[src/rtl/gnrc_bitscan_iter.sv]
// Sequential set-bit iterator: takes one WIDTH-bit vector and streams the zero count
// of each set bit, one beat per handshake, in leading- or trailing-zero order.
module gnrc_bitscan_iter #(
    parameter int WIDTH = 13,
    parameter int MODE  = 0,
    localparam int IDX_W = $clog2(WIDTH)
) (
    input  logic             clk_i,
    input  logic             rst_ni,
    input  logic             flush_i,
    input  logic             in_valid_i,
    output logic             in_ready_o,
    input  logic [WIDTH-1:0] in_i,
    output logic             idx_valid_o,
    input  logic             idx_ready_i,
    output logic [IDX_W-1:0] idx_o,
    output logic             idx_last_o,
    output logic             idx_empty_o
);

    typedef enum logic [0:0] {
        IDLE = 1'b0,
        SCAN = 1'b1
    } state_t;

    state_t           state_r;
    state_t           state_nxt;
    logic [WIDTH-1:0] vec_r;
    logic             empty_r;
    logic [WIDTH-1:0] sel_s;
    logic [IDX_W-1:0] pos_s;
    logic             last_s;
    logic             accept_s;
    logic             beat_s;

    assign accept_s = (state_r == IDLE) && in_valid_i;
    assign beat_s   = (state_r == SCAN) && idx_ready_i;
    assign last_s   = (vec_r & (vec_r - WIDTH'(1))) == '0;

    // Locate the next bit to report; the last write in scan order wins.
    if (MODE == 0) begin : g_msb
        always_comb begin
            pos_s = '0;
            sel_s = '0;
            for (int i = 0; i < WIDTH; i++) begin
                pos_s = vec_r[i] ? IDX_W'(WIDTH - 1 - i) : pos_s;
                sel_s = vec_r[i] ? (WIDTH'(1) << i) : sel_s;
            end
        end
    end else begin : g_lsb
        always_comb begin
            pos_s = '0;
            sel_s = '0;
            for (int i = WIDTH - 1; i >= 0; i--) begin
                pos_s = vec_r[i] ? IDX_W'(i) : pos_s;
                sel_s = vec_r[i] ? (WIDTH'(1) << i) : sel_s;
            end
        end
    end

    // State register.
    always_ff @(posedge clk_i) begin
        if (!rst_ni) begin
            state_r <= IDLE;
        end else begin
            state_r <= state_nxt;
        end
    end

    // Next-state logic; flush overrides both accept and beat.
    always_comb begin
        state_nxt = state_r;
        case (state_r)
            IDLE: begin
                if (flush_i) begin
                    state_nxt = IDLE;
                end else if (in_valid_i) begin
                    state_nxt = SCAN;
                end else begin
                    state_nxt = IDLE;
                end
            end
            SCAN: begin
                if (flush_i) begin
                    state_nxt = IDLE;
                end else if (idx_ready_i && last_s) begin
                    state_nxt = IDLE;
                end else begin
                    state_nxt = SCAN;
                end
            end
            default: state_nxt = IDLE;
        endcase
    end

    // Vector and empty-flag storage: bits are only ever cleared while scanning.
    always_ff @(posedge clk_i) begin
        if (!rst_ni) begin
            vec_r   <= '0;
            empty_r <= 1'b0;
        end else if (flush_i) begin
            vec_r   <= '0;
            empty_r <= 1'b0;
        end else if (accept_s) begin
            vec_r   <= in_i;
            empty_r <= (in_i == '0);
        end else if (beat_s) begin
            vec_r   <= vec_r & ~sel_s;
            empty_r <= last_s ? 1'b0 : empty_r;
        end else begin
            vec_r   <= vec_r;
            empty_r <= empty_r;
        end
    end

    // Output decode; beat fields are forced to zero outside SCAN.
    always_comb begin
        in_ready_o  = 1'b0;
        idx_valid_o = 1'b0;
        idx_o       = '0;
        idx_last_o  = 1'b0;
        idx_empty_o = 1'b0;
        case (state_r)
            IDLE: begin
                in_ready_o = 1'b1;
            end
            SCAN: begin
                idx_valid_o = 1'b1;
                idx_o       = empty_r ? '0 : pos_s;
                idx_last_o  = last_s;
                idx_empty_o = empty_r;
            end
            default: begin
                in_ready_o = 1'b0;
            end
        endcase
    end

endmodule

[config.mk]
export PLATFORM = sky130hd
export DESIGN_NAME = gnrc_bitscan_iter
export DESIGN_NICKNAME = d
export VERILOG_FILES = /design/src/rtl/gnrc_bitscan_iter.sv
export SDC_FILE = /design/constraint.sdc
export NUM_CORES = 1
export LEC_CHECK = 0
export ABC_AREA = 1
export ABC_CLOCK_PERIOD_IN_PS = 2080
export CAP_MARGIN = 25
export CORE_UTILIZATION = 25
export CTS_BUF_LIST = sky130_fd_sc_hd__clkbuf_16
export DETAILED_ROUTE_END_ITERATION = 10
export GPL_TIMING_DRIVEN = 0
export SYNTH_ARGS = -nofsm -noshare
export SYNTH_HDL_FRONTEND = slang
export SYNTH_SLANG_ARGS = --single-unit
[constraint.sdc]
create_clock -name clk_i -period 2.08 [get_ports clk_i]
set_clock_uncertainty 0.15 [all_clocks]
set_input_delay 0.208 -clock clk_i [delete_from_list [all_inputs] [get_ports clk_i]]
set_output_delay 0.208 -clock clk_i [all_outputs]
set_load 0.005 [all_outputs]
# Yosys cells after proc, flatten, opt, wreduce, memory -nomap -nowiden
# Cells that the tools add are included.
totals:
  wordCells: 60
  regBits: 15
  input_bits: 18
  output_inout_bits: 8
op_classes:
  n_reduce_logical: 9
  addsub: 1
  bitwise: 5
  mux: 42
op_table:
  columns: ["operator", "n"]
  rows:
  - ["$mux W4", 16]
  - ["$mux W13", 3]
  - ["$and A13 B13 Y13", 2]
  - ["$logic_not A13 Y1", 2]
  - ["$not A13 Y13", 1]
  - ["$sub A13 B1 Y13 const B", 1]
  - ["$mux W1", 12]
  - ["$mux W12", 1]
  - ["$mux W11", 1]
  - ["$mux W10", 1]
  - ["$mux W9", 1]
  - ["$mux W8", 1]
  - ["$mux W7", 1]
  - ["$mux W6", 1]
  - ["$mux W5", 1]
  - ["$reduce_bool A2 Y1", 2]
  - ["$logic_and A1 B1 Y1", 3]
  - ["$mux W3", 1]
  - ["$mux W2", 1]
  - ["$not A1 Y1", 2]
  - ["$pmux W1 S2", 1]
  - ["$reduce_and A2 Y1", 1]
  - ["$reduce_or A2 Y1", 1]

# Logic depth before layout (Yosys ltp)
# Gate-level depths: netlist (run 1).
logic_depth:
  depth_word: 17
  depth_mapped: 11
  depth_no_buf: 11

# Worst setup path after synthesis (run 1)
# No wires, ideal clock.
synth_path:
  path_kind: "reg2reg"
  startpoint: "register state_r"
  endpoint: "register vec_r[1]"
  n_path_buf: 0
  required_ns: 1.802
  setup_time_ns: 0.128
  stages_incl_launch_ff: 10
  t_arrival_ns: 1.188
  slack_ns: 0.613
  cell_sequence: "dfxtp_1 -> nand2_1 -> inv_1 -> nand2_1 -> nor2_1 -> nand2_1 -> nor2_1 -> nand2_1 -> o21ai_1 -> a21oi_1"
synth_via:
  elab_chain_cells: 3
  word_cells_on_any_way: 5
synth_lines:
  columns: ["element", "line", "text"]
  rows:
  - ["start: declaration", "26", "state_t state_r;"]
  - ["start signal: assignment", "66", "state_r <= state_nxt;"]
  - ["$not A1 Y1", null, null]
  - ["$logic_and A1 B1 Y1", "36", "assign accept_s = (state_r == IDLE) && in_valid_i;"]
  - ["$mux W13 or $reduce_bool A2 Y1 (tied branches)", null, null]
  - ["end signal: assignment", "105", "vec_r <= in_i;"]
  - ["end signal: assignment", "108", "vec_r <= vec_r & ~sel_s;"]
  - ["end signal: assignment", "111", "vec_r <= vec_r;"]
  - ["end: declaration", "28", "logic [WIDTH-1:0] vec_r;"]
# Several ways; a longest one is shown, not always the timed one.
# A chain may end at the register's enable or synchronous reset.

# Worst setup path after layout (run 1)
layout_path:
  startpoint: "register vec_r[4]"
  endpoint: "output idx_o[0]"
layout_via:
  elab_chain_cells: 11
layout_lines:
  columns: ["element", "line", "text"]
  rows:
  - ["$mux W4 (9 in series)", "46", "pos_s = vec_r[i] ? IDX_W'(WIDTH - 1 - i) : pos_s;"]
  - ["$mux W4", "129", "idx_o = empty_r ? '0 : pos_s;"]
  - ["$mux W4", "123", "case (state_r)"]
  - ["end: declaration", "16", "output logic [IDX_W-1:0] idx_o,"]
# No other way between the ends.

==> summary.txt, run 1 <==
Worst setup path
  • Reg2reg setup slack: 0.18 ns
  • Worst r2r src: vec_r[0]$_SDFFE_PP0P_
  • Worst R2R End: empty_r$_SDFFE_PP0P_
  • R2R depth: 14
  • Critical Path Source Type: register
  • Crit path to: idx_o[0]
  • Max FO, Critical Path: 7
  • Worst path required time: 1.72 ns
  • Critical path capture point type: primary output
  • Worst Path Arrival: 1.56 ns
  • Origin of the worst setup path: vec_r[4]$_SDFFE_PP0P_
  • Crit path kind: reg -> out

Cells and area
  • Fillers: 411
  • Final core occ: 40.5%
  • Fin area: 1530 um2
  • Post-route insts no fill: 240
  • Share of cells above drive strength 1: 26.6%
  • Nets: 211
  • Number of antenna diodes: 0
  • Synth-to-Final Area Change: 51.4%

Place
  • GPL Wtd Cong: 0.778
  • Placed cell areas: 1320 um2
  • Placed Cells: 231
  • DPL Wire Length: 2090 um
  • IO Port Bufs: 25

Detailed routing
  • Drt wl/cell: 11.2 um
  • Drt pass-1 iters: 4
  • DR vias: 1,133
  • Final wirelength: 2680 um
  • Antenna-violating nets left: 0
  • DRC: 0
  • DRT iter0 DRCs: 26
  • Vias per inst: 4.72

Logic synthesis
  • Post-synth top area share: 29.8%
  • Sequential area share after synthesis: 29.8%
  • Most frequent cells after synthesis: nand2_1 (34), o21ai_0 (18), a21oi_1 (17)
  • Synth Instances: 158
  • Primary FF master, synth: dfxtp_1
  • Ys async rst share: 0%
  • Top post-synthesis cells by area: dfxtp_1 (30%), nand2_1 (13%), o21ai_0 (8.9%)
  • Netlist Area Pre-Place: 1010 um2
  • Post-synthesis register bit count: 15
  • Synth Net Count: 176
  • Mean Syn Cell Area: 6.38 um2
  • EDFF count, synth: 0
  • Yosys warns: 0
  • Count leader, synth: nand2_1
  • Leading area contributor after synthesis: dfxtp_1
  • Post-synthesis cell type count: 25

Floorplanning
  • Initial Utilization: 26.7%
  • Core area: 3770 um2
  • Chip Width: 65.5 um
  • Io pins: 26
  • Die Y: 65.5 um
  • Die area: 4290 um2
  • Row count: 22

Pwr
  • Combinational share of power: 24.7%
  • VDD IR max: 0.312 mV
  • Pwr Total: 0.906 mW
  • Net Sw Frac: 27.0%
  • Leak: 0.662 nW
  • Switching Power: 0.245 mW
  • Sequential fraction of design power: 35.6%
  • Power Density: 593 nW/um2
  • Power share of the clock group: 39.7%
  • Power Internal: 0.661 mW

Global route
  • GR Overflow Total: 0
  • Gr usage total: 13.7%
  • Vias in the first global route: 1,140
  • Initial antenna violation count: 0
  • First-pass GRT wire length: 4640 um
  • Largest net degree at the start of global routing: 11

Timing
  • Final setup viols: 0
  • Slew Limit Headroom: 75.4%
  • Maximum clock frequency: 522 MHz
  • Setup TNS: 0 ns
  • Fin crit share: 92.1%
  • Minimum clock period: 1.92 ns
  • Slew Limit Fails: 0
  • Worst-margin pin slew: 0.359 ns
  • Endpoints failing hold: 0

CTS
  • CTS tree: yes
  • Clk Latency, worst-skew pair: 0.24 ns
  • Clock Tree Buf Depth: 2
  • H-tree depth: 1
  • CTS Buf Count: 3
  • Clock transition at the registers of the reported paths: 0.04 ns
  • Clock sinks: 15
  • Root Driver: clkbuf_16

Hold path
  • Hold Crit Start: vec_r[0]$_SDFFE_PP0P_
  • Hold Path Class: reg -> reg

Run status
  • Run status: finished clean

Run
  • Max_cap viols: 0
power groups by stage:
stage | Clock, mW | Sequential (mW) | Combinational (mW)
after floorplan | 0 | 0.324 | 0.117
after global placement | 0 | 0.328 | 0.190
after detailed placement | 0 | 0.328 | 0.190
after CTS | 0.365 | 0.323 | 0.220
after global routing | 0.375 | 0.325 | 0.251
final | 0.360 | 0.322 | 0.224
critical path, cell delays in order, from the launching register on:
cell and delay (ns):
dfxtp_4 0.40, inv_1 0.08, a21oi_1 0.18, nor2_1 0.06, o21ai_1 0.12, nand2_1 0.06, a21oi_1 0.12, nor2_1 0.05
dlygate4sd2_1 0.25
layer usage:
layer  global-route usage (%)  routed length [um]  up-vias
li1                         -                   -      605
met1                     17.4                1340      502
met2                     23.3                1220       22
met3                     1.56                  73        4
met4                     5.71                  44        0
met5                        0                   0        -
placed cells by master, fill, tap and decap left out, types with 2 or more instances in the layout:
cell,synthesis,final
dfxtp_1,15,5
dfxtp_2,0,4
nor2_2,4,6
dlymetal6s2s_1,0,3
inv_2,2,4
nor2_1,16,12
inv_1,14,13
o211ai_1,2,2
o21ai_1,5,6
nand3_1,8,6
buf_4,0,5
dfxtp_4,0,6
nor2_4,4,6
clkbuf_16,0,3
nand2_2,3,6
nor4_1,3,3
nand2_1,34,31
clkdlybuf4s50_1,0,20
o21ai_0,18,16
nand3_2,2,3
a21oi_1,17,16
layout make-up:
class                      count  area [um2]  share of cell area (%)
clock inverter                 1        3.75                   0.246
inverter                      16        60.1                    3.93
tap                           48        60.1                    3.93
buffer                         3        12.5                   0.820
sequential                    15         328                    21.5
clock buffer                   3        75.1                    4.92
multi-input combinational    124         698                    45.7
timing repair buffer          30         289                    18.9
flip-flops by register name, summed over array words and instances (netlist names):
name	cells
vec_r	13
state_r	1
empty_r	1
kinds of logic after synthesis:
| group | synth area share (%) |
|---|---|
| AO/OA/AOI/OAI | 24.3 |
| AND/OR/NAND/NOR | 38.7 |
| buffers and inverters | 7.20 |
| flip-flops | 29.8 |
worst min path at each step:
stage	to	slack, ns	cells after the start
after floorplan	vec_r[11]$_SDFFE_PP0P_	0.15	1
after CTS	vec_r[2]$_SDFFE_PP0P_	0.37	2
after detailed placement	vec_r[9]$_SDFFE_PP0P_	0.37	2
after global routing	vec_r[6]$_SDFFE_PP0P_	0.39	2
final	vec_r[0]$_SDFFE_PP0P_	0.36	2
after global placement	vec_r[12]$_SDFFE_PP0P_	0.36	2
metrics by stage:
stage,setup WS (ns),hold slack [ns]
2_1_floorplan,0.613,0.148
3_3_place_gp,0.0401,0.362
3_5_place_dp,0.0416,0.374
4_1_cts,-0.0554,0.367
5_1_grt,-0.0169,0.388
6_report,0.164,0.364
timing repair:
action | 4_1_cts | 5_1_grt
pin swaps | 7 | 11
buffers inserted | 7 | 0
endpoints found under the setup margin | 5 | 6
gates resized for setup | 23 | 21
hold buffers | 0 | 0
Note: power is estimated with default switching activity, not from simulation.
==> run 2, diff against run 1 <==
--- a/config.mk
+++ b/config.mk
@@ -7,7 +7,7 @@
 export LEC_CHECK = 0
 export ABC_AREA = 1
 export ABC_CLOCK_PERIOD_IN_PS = 2080
-export CAP_MARGIN = 25
+export CAP_MARGIN = 15
 export CORE_UTILIZATION = 25
 export CTS_BUF_LIST = sky130_fd_sc_hd__clkbuf_16
 export DETAILED_ROUTE_END_ITERATION = 10
==> results of run 2 <==
No change in the layout: final DEF, timing and power equal those of run 1.
